$ cat src/rtl/seg7_pkg.sv
// Shared types and constants for the countdown timer / seven-segment display block.
package seg7_pkg;

  typedef enum logic [1:0] {
    IDLE   = 2'd0,
    RUN    = 2'd1,
    PAUSED = 2'd2,
    DONE   = 2'd3
  } state_e;

  // Active-low patterns, bit order {g,f,e,d,c,b,a}
  localparam logic [6:0] SEG_DIGIT [0:9] = '{
    7'b1000000, 7'b1111001, 7'b0100100, 7'b0110000, 7'b0011001,
    7'b0010010, 7'b0000010, 7'b1111000, 7'b0000000, 7'b0010000
  };
  localparam logic [6:0] SEG_BLANK = 7'b1111111;
  localparam logic [5:0] SEC_MAX   = 6'd59;

  // Two BCD digits {tens, ones} of a binary value 0..99
  function automatic logic [7:0] bin2bcd(input logic [6:0] v);
    logic [3:0] tens;
    logic [3:0] ones;
    tens = 4'(v / 7'd10);
    ones = 4'(v % 7'd10);
    return {tens, ones};
  endfunction

  function automatic logic [6:0] seg_of(input logic [3:0] d);
    return (d <= 4'd9) ? SEG_DIGIT[d] : SEG_BLANK;
  endfunction

endpackage

$ cat src/rtl/tick_sync.sv
// Synchronizes a slow square wave into clk and emits a one-cycle tick per rising edge.
// The tick is registered, so it appears SYNC_STAGES+1 cycles after the input rises.
module tick_sync #(
  parameter int SYNC_STAGES = 2
) (
  input  logic clk,
  input  logic rst,
  input  logic async_in,
  output logic tick
);

  logic [SYNC_STAGES-1:0] sync_q;
  logic                   prev_q;
  logic                   tick_q;

  always_ff @(posedge clk) begin
    if (rst) begin
      sync_q <= '0;
      prev_q <= 1'b0;
      tick_q <= 1'b0;
    end else begin
      sync_q <= {sync_q[SYNC_STAGES-2:0], async_in};
      prev_q <= sync_q[SYNC_STAGES-1];
      tick_q <= sync_q[SYNC_STAGES-1] & ~prev_q;
    end
  end

  assign tick = tick_q;

endmodule

$ cat src/rtl/countdown_display_ctrl.sv
// MM:SS countdown timer with load/start/pause and a 4-digit multiplexed
// common-anode seven-segment driver. Optional macro BLINK_DONE_EN blinks the display in DONE.
module countdown_display_ctrl
  import seg7_pkg::*;
#(
  parameter int SYNC_STAGES = 2,
  parameter int MAX_MIN     = 99
) (
  input  logic       clk,
  input  logic       rst,
  input  logic       clk_1Hz,
  input  logic       clk_400Hz,
  input  logic       load,
  input  logic       start,
  input  logic       pause,
  input  logic [6:0] set_min,
  input  logic [5:0] set_sec,
  output logic       done,
  output logic [3:0] an,
  output logic [6:0] seg
);

  logic       tick_1s;
  logic       tick_scan;
  state_e     state_q, state_d;
  logic [6:0] min_q, min_d;
  logic [5:0] sec_q, sec_d;
  logic [1:0] idx_q;
  logic [3:0] an_q;
  logic [6:0] seg_q;

  tick_sync #(.SYNC_STAGES(SYNC_STAGES)) u_sync_1s (
    .clk      (clk),
    .rst      (rst),
    .async_in (clk_1Hz),
    .tick     (tick_1s)
  );

  tick_sync #(.SYNC_STAGES(SYNC_STAGES)) u_sync_scan (
    .clk      (clk),
    .rst      (rst),
    .async_in (clk_400Hz),
    .tick     (tick_scan)
  );

  logic       count_zero;
  logic       last_sec;
  logic       load_ok;
  logic [6:0] ld_min;
  logic [5:0] ld_sec;

  assign count_zero = (min_q == 7'd0) && (sec_q == 6'd0);
  assign last_sec   = (min_q == 7'd0) && (sec_q == 6'd1);
  assign load_ok    = (state_q != RUN);
  assign ld_min     = (set_min > 7'(MAX_MIN)) ? 7'(MAX_MIN) : set_min;
  assign ld_sec     = (set_sec > SEC_MAX) ? SEC_MAX : set_sec;

  always_ff @(posedge clk) begin
    if (rst) state_q <= IDLE;
    else     state_q <= state_d;
  end

  // Priority load > pause > start > tick; load is simply not accepted in RUN.
  always_comb begin
    state_d = state_q;
    case (state_q)
      IDLE:    if (!load && !pause && start && !count_zero) state_d = RUN;
      RUN: begin
        if (pause)                    state_d = PAUSED;
        else if (tick_1s && last_sec) state_d = DONE;
      end
      PAUSED:  if (!load && start && !pause) state_d = RUN;
      DONE:    if (load) state_d = IDLE;
      default: state_d = IDLE;
    endcase
  end

  always_comb begin
    done = (state_q == DONE);
  end

  always_comb begin
    min_d = min_q;
    sec_d = sec_q;
    if (load && load_ok) begin
      min_d = ld_min;
      sec_d = ld_sec;
    end else if (state_q == RUN && !pause && tick_1s) begin
      if (sec_q != 6'd0) begin
        sec_d = sec_q - 6'd1;
      end else if (min_q != 7'd0) begin
        min_d = min_q - 7'd1;
        sec_d = SEC_MAX;
      end
    end
  end

  always_ff @(posedge clk) begin
    if (rst) begin
      min_q <= 7'd0;
      sec_q <= 6'd0;
    end else begin
      min_q <= min_d;
      sec_q <= sec_d;
    end
  end

  logic [7:0] bcd_min;
  logic [7:0] bcd_sec;
  logic [3:0] cur_digit;

  assign bcd_min = bin2bcd(min_q);
  assign bcd_sec = bin2bcd({1'b0, sec_q});

  always_comb begin
    cur_digit = bcd_sec[3:0];
    case (idx_q)
      2'd0: cur_digit = bcd_sec[3:0];
      2'd1: cur_digit = bcd_sec[7:4];
      2'd2: cur_digit = bcd_min[3:0];
      2'd3: cur_digit = bcd_min[7:4];
      default: cur_digit = bcd_sec[3:0];
    endcase
  end

  // an and seg latch together from the current index, then the index advances.
  always_ff @(posedge clk) begin
    if (rst) begin
      idx_q <= 2'd0;
      an_q  <= 4'b1111;
      seg_q <= SEG_BLANK;
    end else if (tick_scan) begin
      idx_q <= idx_q + 2'd1;
      an_q  <= ~(4'b0001 << idx_q);
      seg_q <= seg_of(cur_digit);
    end
  end

`ifdef BLINK_DONE_EN
  logic blink_q;

  always_ff @(posedge clk) begin
    if (rst)                              blink_q <= 1'b0;
    else if (state_d != DONE)             blink_q <= 1'b0;
    else if (state_q == DONE && tick_1s)  blink_q <= ~blink_q;
  end

  assign an = blink_q ? 4'b1111 : an_q;
`else
  assign an = an_q;
`endif

  assign seg = seg_q;

endmodule

$ cat config.mk
export PLATFORM = sky130hd
export DESIGN_NAME = countdown_display_ctrl
export DESIGN_NICKNAME = d
export VERILOG_FILES = /design/src/rtl/seg7_pkg.sv /design/src/rtl/tick_sync.sv /design/src/rtl/countdown_display_ctrl.sv
export SDC_FILE = /design/constraint.sdc
export NUM_CORES = 1
export LEC_CHECK = 0
export BUFFER_PORTS_ARGS = -buffer_cell sky130_fd_sc_hd__buf_2
export CORE_MARGIN = 10
export CORE_UTILIZATION = 45
export CTS_BUF_LIST = sky130_fd_sc_hd__clkbuf_8
export DETAILED_ROUTE_END_ITERATION = 12
export GPL_TIMING_DRIVEN = 0
export PLACE_DENSITY_LB_ADDON = 0.1
export SYNTH_ARGS = -nofsm -noshare
export SYNTH_HDL_FRONTEND = slang
export SYNTH_SLANG_ARGS = --single-unit
$ cat constraint.sdc
create_clock -name clk -period 3.7 [get_ports clk]
set_input_delay 0.555 -clock clk [delete_from_list [all_inputs] [get_ports clk]]
set_output_delay 0.555 -clock clk [all_outputs]
set_load 0.02 [all_outputs]
* Yosys cells after proc, flatten, opt, wreduce, memory -nomap -nowiden
Memories as Yosys holds them, arrays and structs flattened. Index checks and enable logic that the tools add are counted.
Storage, ports and cells: bits in registers 36, latch bits 0, RAM bits 0, memory bits (read-only) 112, bits of input ports 20, output and inout bits 12, word-level logic and storage cells 90, memories kept 1
Cells by class: add/subtract/negate cells 3, $mul 0, divide/modulo/power cells 4, order comparisons 4, eq/ne operators 13, shifts and indexed selects 1, muxes and demuxes 20, bitwise operators 6, reduce and logical (&&, ||, !) cells 26
Memories:
- (name not given) | words 16, bits a word 7, rd ports 1, clocked after Yosys merged registers in 0, wr ports 0, line seg7_pkg.sv:29 | return (d <= 4'd9) ? SEG_DIGIT[d] : SEG_BLANK;
Operator list (number):
- 7-bit 2-to-1 mux | 8
- 6-bit 2-to-1 mux | 5
- 4-bit one-hot mux with 4 select lines | 1
- 1-bit logical AND | 11
- 2-bit 2-to-1 mux | 5
- 2-bit equality test (second input constant) | 4
- 2-bit inequality test (second input constant) | 4
- 2-bit one-hot mux with 4 select lines | 1
- 6-bit by 4-bit divider with 7-bit output (second input constant) | 1
- 7-bit by 4-bit divider with 7-bit output (second input constant) | 1
- 7-bit > comparator (second input constant) | 1
- 7-bit zero test | 1
- 6-bit by 4-bit modulo with 7-bit output (second input constant) | 1
- 7-bit by 4-bit modulo with 7-bit output (second input constant) | 1
- 7-bit nonzero test | 1
- 7-bit by 1-bit subtractor with 7-bit output (second input constant) | 1
- 6-bit by 1-bit equality test with 1-bit output (second input constant) | 1
- 6-bit > comparator (second input constant) | 1
- 6-bit zero test | 1
- 6-bit nonzero test | 1
- 6-bit by 1-bit subtractor with 6-bit output (second input constant) | 1
- 5-bit greater-or-equal comparator (second input constant) | 1
- 4-bit NOT with 5-bit output | 1
- 2-bit by 1-bit equality test with 1-bit output (second input constant) | 2
- 15 further kinds | 21

* Depth between registers and ports, before layout
Gate-level depths: netlist (run 1).
word-level depth 7, mapped depth 20, gate-level depth less buffers 19

* Modules after synthesis
A second synthesis (run 1) with hierarchy kept.
Unflattened totals: cell total of the unflattened synthesis 348, area total of the unflattened synthesis 2712.6 sq um
By module, submodules not included:
- countdown_display_ctrl | instances 1, cells each 332, area an instance 2489.9 sq um, seq. area each 560.5 sq um
- tick_sync | instances 2, cells each 8, area an instance 111.4 sq um, seq. area each 80.1 sq um

* Worst setup path before layout (run 1)
Ideal clock, no wire load.
path type reg2reg, start point register idx_q[0], end point register seg_q[2] (netlist: seg[2]), setup time 122 ps, arrival time 3387 ps, required time 3578 ps, slack 191 ps, stages on the path, launching flop included 21, buffers on the path 1, clock period less this slack 3509 ps, path through dfxtp_1 > inv_1 > ha_1 > buf_6 > mux2i_4 > or4_1 > a21oi_1 > nor3_2 > ha_1 > nor2_1 > a21oi_1 > o221ai_1 > nand2_1 > nand2_1 > ha_1 > nor2_1 > inv_1 > o211ai_1 > a31oi_1 > o21ai_0 > o32a_1
On the way: word-level cells in the longest chain between the ends 7, elaborated cells on any way between the ends 11, those cells by class order compare (1); eq/ne (3); mux (4); bitwise (1); reduce/logical (1); memory (1)
Ends and longest elaborated chain:
- from (decl) | line countdown_display_ctrl.sv:28 | logic [1:0] idx_q;
- from (signal assigned) | line countdown_display_ctrl.sv:133 | idx_q <= idx_q + 2'd1;
- 2-bit equality test (tied with other cells) | line countdown_display_ctrl.sv:117 | case (idx_q)
- 4-bit one-hot mux with 4 select lines (*) | line countdown_display_ctrl.sv:117
- 4-bit NOT with 5-bit output (implied by the code) | line seg7_pkg.sv:29
- memory 16 x 7 bit
- 7-bit 2-to-1 mux (implied by the code) (2 in a row) | line seg7_pkg.sv:29
- 7-bit 2-to-1 mux (*) | line seg7_pkg.sv:29
- to (signal assigned) | line countdown_display_ctrl.sv:135 | seg_q <= seg_of(cur_digit);
- to (decl) | line countdown_display_ctrl.sv:30 | logic [6:0] seg_q;
Mark *: on every way between the ends. The rest lies on a longest branch, timed or not. The select of a mux whose other input is x is not followed. A chain may end at the register's enable or synchronous reset.

* Worst setup path after layout (run 1)
start point register idx_q[0], end point register seg_q[0] (netlist: seg[0])
The elaborated chain is that of the path after synthesis.

==> results of run 1 <==
[power by group]
part           switching [mW]  internal [mW]  total, mW
Combinational           0.281          0.230      0.510
Clock                   0.148          0.199      0.348
Sequential             0.0170          0.408      0.425
Total                   0.446          0.837       1.28
[metal layers]
layer	routed length, um	up-vias	track usage
met1	3510	1303	0.191
met2	3520	60	0.217
met5	0	-	0
met3	453	11	0.0374
met4	96	0	0.0419
li1	-	1433	-
[sequential cells by signal, indices dropped and copies added, names as in the netlist, 2 cells and up]
signal / cells
an: 4
idx_q: 2
min_q: 7
sec_q: 6
seg: 7
state_q: 2
u_sync_1s.sync_q: 2
u_sync_scan.sync_q: 2
[path summary, 6_finish.rpt]
path | start | endpoint
worst min register to register | u_sync_1s.prev_q$_SDFF_PP0_ | u_sync_1s.tick$_SDFF_PP0_
worst max register to register | idx_q[0]$_SDFFE_PP0P_ | seg[0]$_SDFFE_PP1P_
worst min-delay path | u_sync_1s.prev_q$_SDFF_PP0_ | u_sync_1s.tick$_SDFF_PP0_
worst max-delay path | idx_q[0]$_SDFFE_PP0P_ | seg[0]$_SDFFE_PP1P_
[cells in the mapped netlist, types with 8 or more instances]
| cell | count | area share |
|---|---|---|
| nor3_1 | 13 | 0.023 |
| mux2i_1 | 8 | 0.028 |
| dfxtp_1 | 36 | 0.25 |
| inv_1 | 19 | 0.025 |
| nor2_1 | 38 | 0.050 |
| nand2b_1 | 12 | 0.026 |
| a21oi_1 | 27 | 0.047 |
| clkbuf_1 | 14 | 0.018 |
| o21ai_0 | 15 | 0.026 |
| ha_1 | 18 | 0.079 |
| nor2b_1 | 15 | 0.033 |
| nand2_1 | 34 | 0.045 |
[cell type report]
cell class | count | area (um2)
sequential | 36 | 727
tap | 75 | 93.8
clock inverter | 3 | 42.5
buffer | 23 | 135
clock buffer | 5 | 68.8
multi-input combinational | 287 | 2090
inverter | 19 | 73.8
timing repair buffer | 57 | 365
fill | 567 | 2430
[cell families (layout without fill, tap and decap cells)]
| group | count (synthesis) | after routing | synth area share |
|---|---|---|---|
| AOI/OAI and AO/OA | 95 | 95 | 0.228 |
| xor gates and xnor gates | 8 | 8 | 0.0246 |
| adders and majority gates | 18 | 18 | 0.0792 |
| buffers and inverters | 42 | 107 | 0.0695 |
| DFF | 36 | 36 | 0.253 |
| muxes | 15 | 15 | 0.0677 |
| and+or+nand+nor | 151 | 151 | 0.277 |
[timing repair]
action                                  4_1_cts  5_1_grt
endpoints found under the setup margin        5        6
buffers inserted                              3       24
hold buffers                                  0        0
endpoints found under the hold margin         0        0
pin swaps                                     6       11
gates cloned                                  0        0
resized for setup                            13       39
==> results.yml, run 1 <==
routing:
  drc_errors: 0
  num_vias: 2807
  drt_iter0_markers: 152
  vias_per_cell: 5.56
  dr.pass1.iters: 4
  wl_um: 7570
  wl_per_cell_um: 15.0
  drtAntennaViolNets: 0
worst_setup_path:
  crit_buf_inv: 3
  cp_max_fo: 7
  worstPathCellList: "inv_4, ha_4, buf_6, mux2i_4, or4_4, a21oi_4, nor3_4, ha_4, nor2_4, a21oi_2, o221ai_2, nand2_1, nand2_2, ha_4, nor2_4, inv_2, o211ai_1, a31oi_2, o21a_1, a31oi_1"
  ff2ff_setup_slack_ns: 0.16
  cpLargestDelayFamily: "compound AO/OA/AOI/OAI gates"
  end_kind: "flip-flop"
  crit_arrival_ns: 3.73
  worstSetupStartpointType: "flip-flop"
  worstPathRequired_ns: 3.88
  slowest_delay_ns: 0.56
  path_depth: 20
  cp_slowest_cell: "or4_4"
  criticalPathCategory: "flip-flop to flip-flop"
  ff2ff_path_depth: 20
  cpMostUsedCell: "ha_4"
power_and_ir_drop:
  p_leak_nw: 1.42
  power_density_nw_per_um2: 357
  total_power_mw: 1.28
  peakVddDrop_uv: 238
sta:
  min_period_over_period: 0.957
  final.setup_skew_ns: 0.00577
  finalSetupTns_ns: 0
  fmax_mhz: 282
  slew_viol_final: 0
  holdWs_ns: 0.386
  max_slew_margin: 0.466
  setup_ws_ns: 0.158
  period_needed_ns: 3.54
  setup_viol_count_final: 0
  finalHoldViolCount: 0
  worstMarginPinSlew_ns: 0.797
grt:
  gr-total-overflow: 0
  grt_pass1_vias: 2483
  grt_usage: 0.142
  grt_max_degree: 13
  grt_pass1_wl_um: 11800
  antenna_found_initial: 0
floorplan:
  start_util: 0.472
  die_area_um2: 9900
  fp-row-count: 28
  die_h_um: 99.5
  die_width_um: 99.5
  io_pins: 32
  coreArea_um2: 6030
placement:
  hpwl_um: 5380
  dp_cells: 470
  postPlaceCellArea_um2: 3090
  port_buffers: 30
  pre_cts_ws_ns: -0.342
  gp_congestion: 0.890
synthesis:
  netlist_area_um2: 2850
  synthCells: 365
  avgSynthCellArea_um2: 7.80
  yosys_warnings: 0
  syn-num-nets: 403
  ys_seq_area_frac: 0.253
  async_flop_share: 0
  synth_edf_count: 0
  synthDistinctLibCells: 67
  ys.flop_type: "dfxtp_1"
  yosys_register_bits: 36
cells_and_area:
  final_util: 0.597
  drive_gt1_frac: 0.298
  fin_cells: 505
  mostFrequentLayoutCells: "35 x nor2_1, 33 x dfxtp_1, 32 x buf_2"
  area_delta_synth_final_pct: 26.4
  num_antenna_cells: 0
  fin_area_um2: 3600
  nets: 467
  layout_commonest_cell: "nor2_1"
hold_path:
  hold_path_depth: 1
  hp-class: "flip-flop to flip-flop"
clock_network:
  insertion_delay_ns: 0.29
  clockBufferDepth: 2
  cts-buffers-inserted: 5
  htreeDepth: 2
  clock-root-buffer: "clkbuf_8"
  cts_tree: "built"
  cts.sinks: 36
  clk_pin_slew_ns: 0.08
run_status:
  outcome: "finished clean"
flow_run:
  max-cap-violations: 0
Power figures use the tool's default switching activity.
==> run 2, diff against run 1 <==
--- a/config.mk
+++ b/config.mk
@@ -5,7 +5,9 @@
 export SDC_FILE = /design/constraint.sdc
 export NUM_CORES = 1
 export LEC_CHECK = 0
+export ABC_AREA = 1
 export BUFFER_PORTS_ARGS = -buffer_cell sky130_fd_sc_hd__buf_2
+export CORE_ASPECT_RATIO = 0.6
 export CORE_MARGIN = 10
 export CORE_UTILIZATION = 45
 export CTS_BUF_LIST = sky130_fd_sc_hd__clkbuf_8
==> run 2 against run 1 <==
Net effect:
- count of clock-buffer cells in the layout is 1 higher
- worst hold slack better by 0.0062 ns
- highest routed layer unchanged
- critical path depth is 9 higher
- first-iteration DRC count is 55% higher
- critical endpoint is now seg[5]$_SDFFE_PP1P_
- register-to-register slack better by 0.07 ns
- synthesized cell count is 11% higher
- setup slack better by 0.065 ns
- clock power is 11% lower
- global-route usage is 0.25 points higher
- routed wire length is 3.9% lower
- via count is 3.1% lower
- sequential power is 2% higher
==> results.yml, run 2 <==
placement:
  port_buffers: 30
  gp_congestion: 0.906
  hpwl_um: 5400
  postPlaceCellArea_um2: 2840
  pre_cts_ws_ns: -0.0434
clock_network:
  insertion_delay_ns: 0.29
  cts_tree: "built"
  clockBufferDepth: 2
  cts.sinks: 36
  postCtsHoldBufs: 0
  cts-buffers-inserted: 5
  clock-root-buffer: "clkbuf_8"
  clk_pin_slew_ns: 0.08
  htreeDepth: 2
power_and_ir_drop:
  total_power_mw: 1.38
  p_clk_frac: 0.223
  power_density_nw_per_um2: 427
  pwr-share-comb: 0.462
  peakVddDrop_uv: 193
  power_frac_seq: 0.315
  p_switching_uw: 584
  p_leak_nw: 1.54
  cell_internal_pwr_uw: 797
  p_sw_frac: 0.423
worst_setup_path:
  criticalPathCategory: "flip-flop to flip-flop"
  crit_arrival_ns: 3.66
  crit_buf_inv: 7
  cp_slowest_cell: "dfxtp_4"
  slowest_delay_ns: 0.39
  end_kind: "flip-flop"
  worstPathRequired_ns: 3.89
  worstSetupStartpointType: "flip-flop"
  path_depth: 29
  cpLargestDelayFamily: "simple AND/OR/NAND/NOR gates"
  cp_max_fo: 8
  ff2ff_path_depth: 29
sta:
  finalHoldViolCount: 0
  setup_ws_ns: 0.224
  slew_viol_final: 0
  finalSetupTns_ns: 0
  period_needed_ns: 3.48
  max_slew_margin: 0.512
  setup_viol_count_final: 0
  worstMarginPinSlew_ns: 0.724
  final.setup_skew_ns: 0.00724
  min_period_over_period: 0.940
  fmax_mhz: 288
grt:
  gr-total-overflow: 0
  grt_pass1_wl_um: 11600
  antenna_found_initial: 0
  grt_pass1_vias: 2464
  grt_max_degree: 13
  grt_usage: 0.145
floorplan:
  coreArea_um2: 5570
  io_pins: 32
  die_h_um: 78.8
  die_width_um: 118
  die_area_um2: 9300
  fp-row-count: 21
  start_util: 0.465
flow_run:
  max-cap-violations: 0
synthesis:
  yosys.area_share.adder: 0.0869
  synthTopCellsByCount: "96 x nand2_1, 55 x inv_1, 37 x nand3_1, 37 x o21ai_0, 36 x dfxtp_1"
  ys.flop_type: "dfxtp_1"
  yosys.area.top_type: "dfxtp_1"
  ys_seq_area_frac: 0.278
  syn-num-nets: 442
  synthTopCellsByArea: "dfxtp_1 28%, nand2_1 14%, ha_1 8.7%, inv_1 8.0%, nand3_1 7.1%"
  synthCells: 404
  async_flop_share: 0
  synth.area.mux_share: 0
  synth_xor_area_frac: 0.00676
  yosys_register_bits: 36
  netlist_area_um2: 2590
  avgSynthCellArea_um2: 6.42
  synth.most_common_cell: "nand2_1"
  yosysTopAreaCellShare: 0.278
  synth-simple-area-share: 0.326
  synthDistinctLibCells: 35
  synth_compound_gate_area_share: 0.193
  synth_top_family_by_area: "simple AND/OR/NAND/NOR gates"
  synth_edf_count: 0
  yosys_warnings: 0
hold_path:
  hp-class: "flip-flop to flip-flop"
  hold_path_depth: 1
routing:
  drt_iter0_markers: 235
  wl_um: 7270
  num_vias: 2719
  vias_per_cell: 5.11
  dr.pass1.iters: 5
  drtAntennaViolNets: 0
  drc_errors: 0
  wl_per_cell_um: 13.7
cells_and_area:
  drive_gt1_frac: 0.261
  mostFrequentLayoutCells: "82 x nand2_1, 48 x inv_1, 36 x o21ai_0"
  final_util: 0.580
  area_delta_synth_final_pct: 24.7
  fin_area_um2: 3230
  layout_commonest_cell: "nand2_1"
  nets: 489
  num_antenna_cells: 0
run_status:
  outcome: "finished clean"
## run 2: cell types whose count changed after synthesis, sizes merged, moves of 10 or more
cell and delta:
inv +43, mux2i -10, nand2 +72, nand2b -12, nand3 +36, nor2 -10
nor2b -15, nor3 -12, o21ai +27
## run 2: path summary, 6_finish.rpt
kind	from	endpoint	slack (ns)
worst max register to register	idx_q[0]$_SDFFE_PP0P_	seg[5]$_SDFFE_PP1P_	0.22
worst min register to register	u_sync_scan.prev_q$_SDFF_PP0_	u_sync_scan.tick$_SDFF_PP0_	0.39
worst min-delay path	u_sync_scan.prev_q$_SDFF_PP0_	u_sync_scan.tick$_SDFF_PP0_	0.39
worst max-delay path	idx_q[0]$_SDFFE_PP0P_	seg[5]$_SDFFE_PP1P_	0.22
## run 2: what timing repair did
item	CTS	global route
pin swaps	0	16
endpoints found under the setup margin	4	7
setup buffers	0	10
gates resized for setup	3	58
## run 2: metrics by stage
stage / instances / hold WS (ns)
final: 532 / 0.392
after global routing: 532 / 0.416
after CTS: 522 / 0.398
after detailed placement: 514 / 0.386
after global placement: 514 / 0.378
after floorplan: 404 / 0.374
## run 2: layout make-up
cell class | count | area [um2]
multi-input combinational | 295 | 1790
tap | 80 | 100
clock buffer | 6 | 82.6
fill | 557 | 2340
buffer | 9 | 53.8
sequential | 36 | 728
clock inverter | 2 | 13.8
inverter | 64 | 243
timing repair buffer | 40 | 225
## run 2: power groups by stage
| stage | registers [mW] | logic, mW | clock network (mW) |
|---|---|---|---|
| CTS | 0.435 | 0.526 | 0.320 |
| global placement | 0.443 | 0.516 | 0 |
| global route | 0.439 | 0.721 | 0.338 |
| floorplan | 0.442 | 0.403 | 0 |
| finish | 0.435 | 0.637 | 0.309 |
| detailed placement | 0.443 | 0.522 | 0 |
## run 2: kinds of logic after synthesis
kind of cell	after synthesis
simple gates	187
compound gates	88
xor+xnor	2
flops	36
fa+ha+maj	18
buf+inv	73
## run 2: routing by layer
layer | wire length [um] | track usage | vias up | part of all wire
li1 | - | - | 1423 | -
met1 | 3920 | 0.208 | 1219 | 0.54
met2 | 2870 | 0.209 | 73 | 0.39
met3 | 456 | 0.0459 | 4 | 0.063
met4 | 25 | 0.0184 | 0 | 0.0034
met5 | 0 | 0 | - | 0
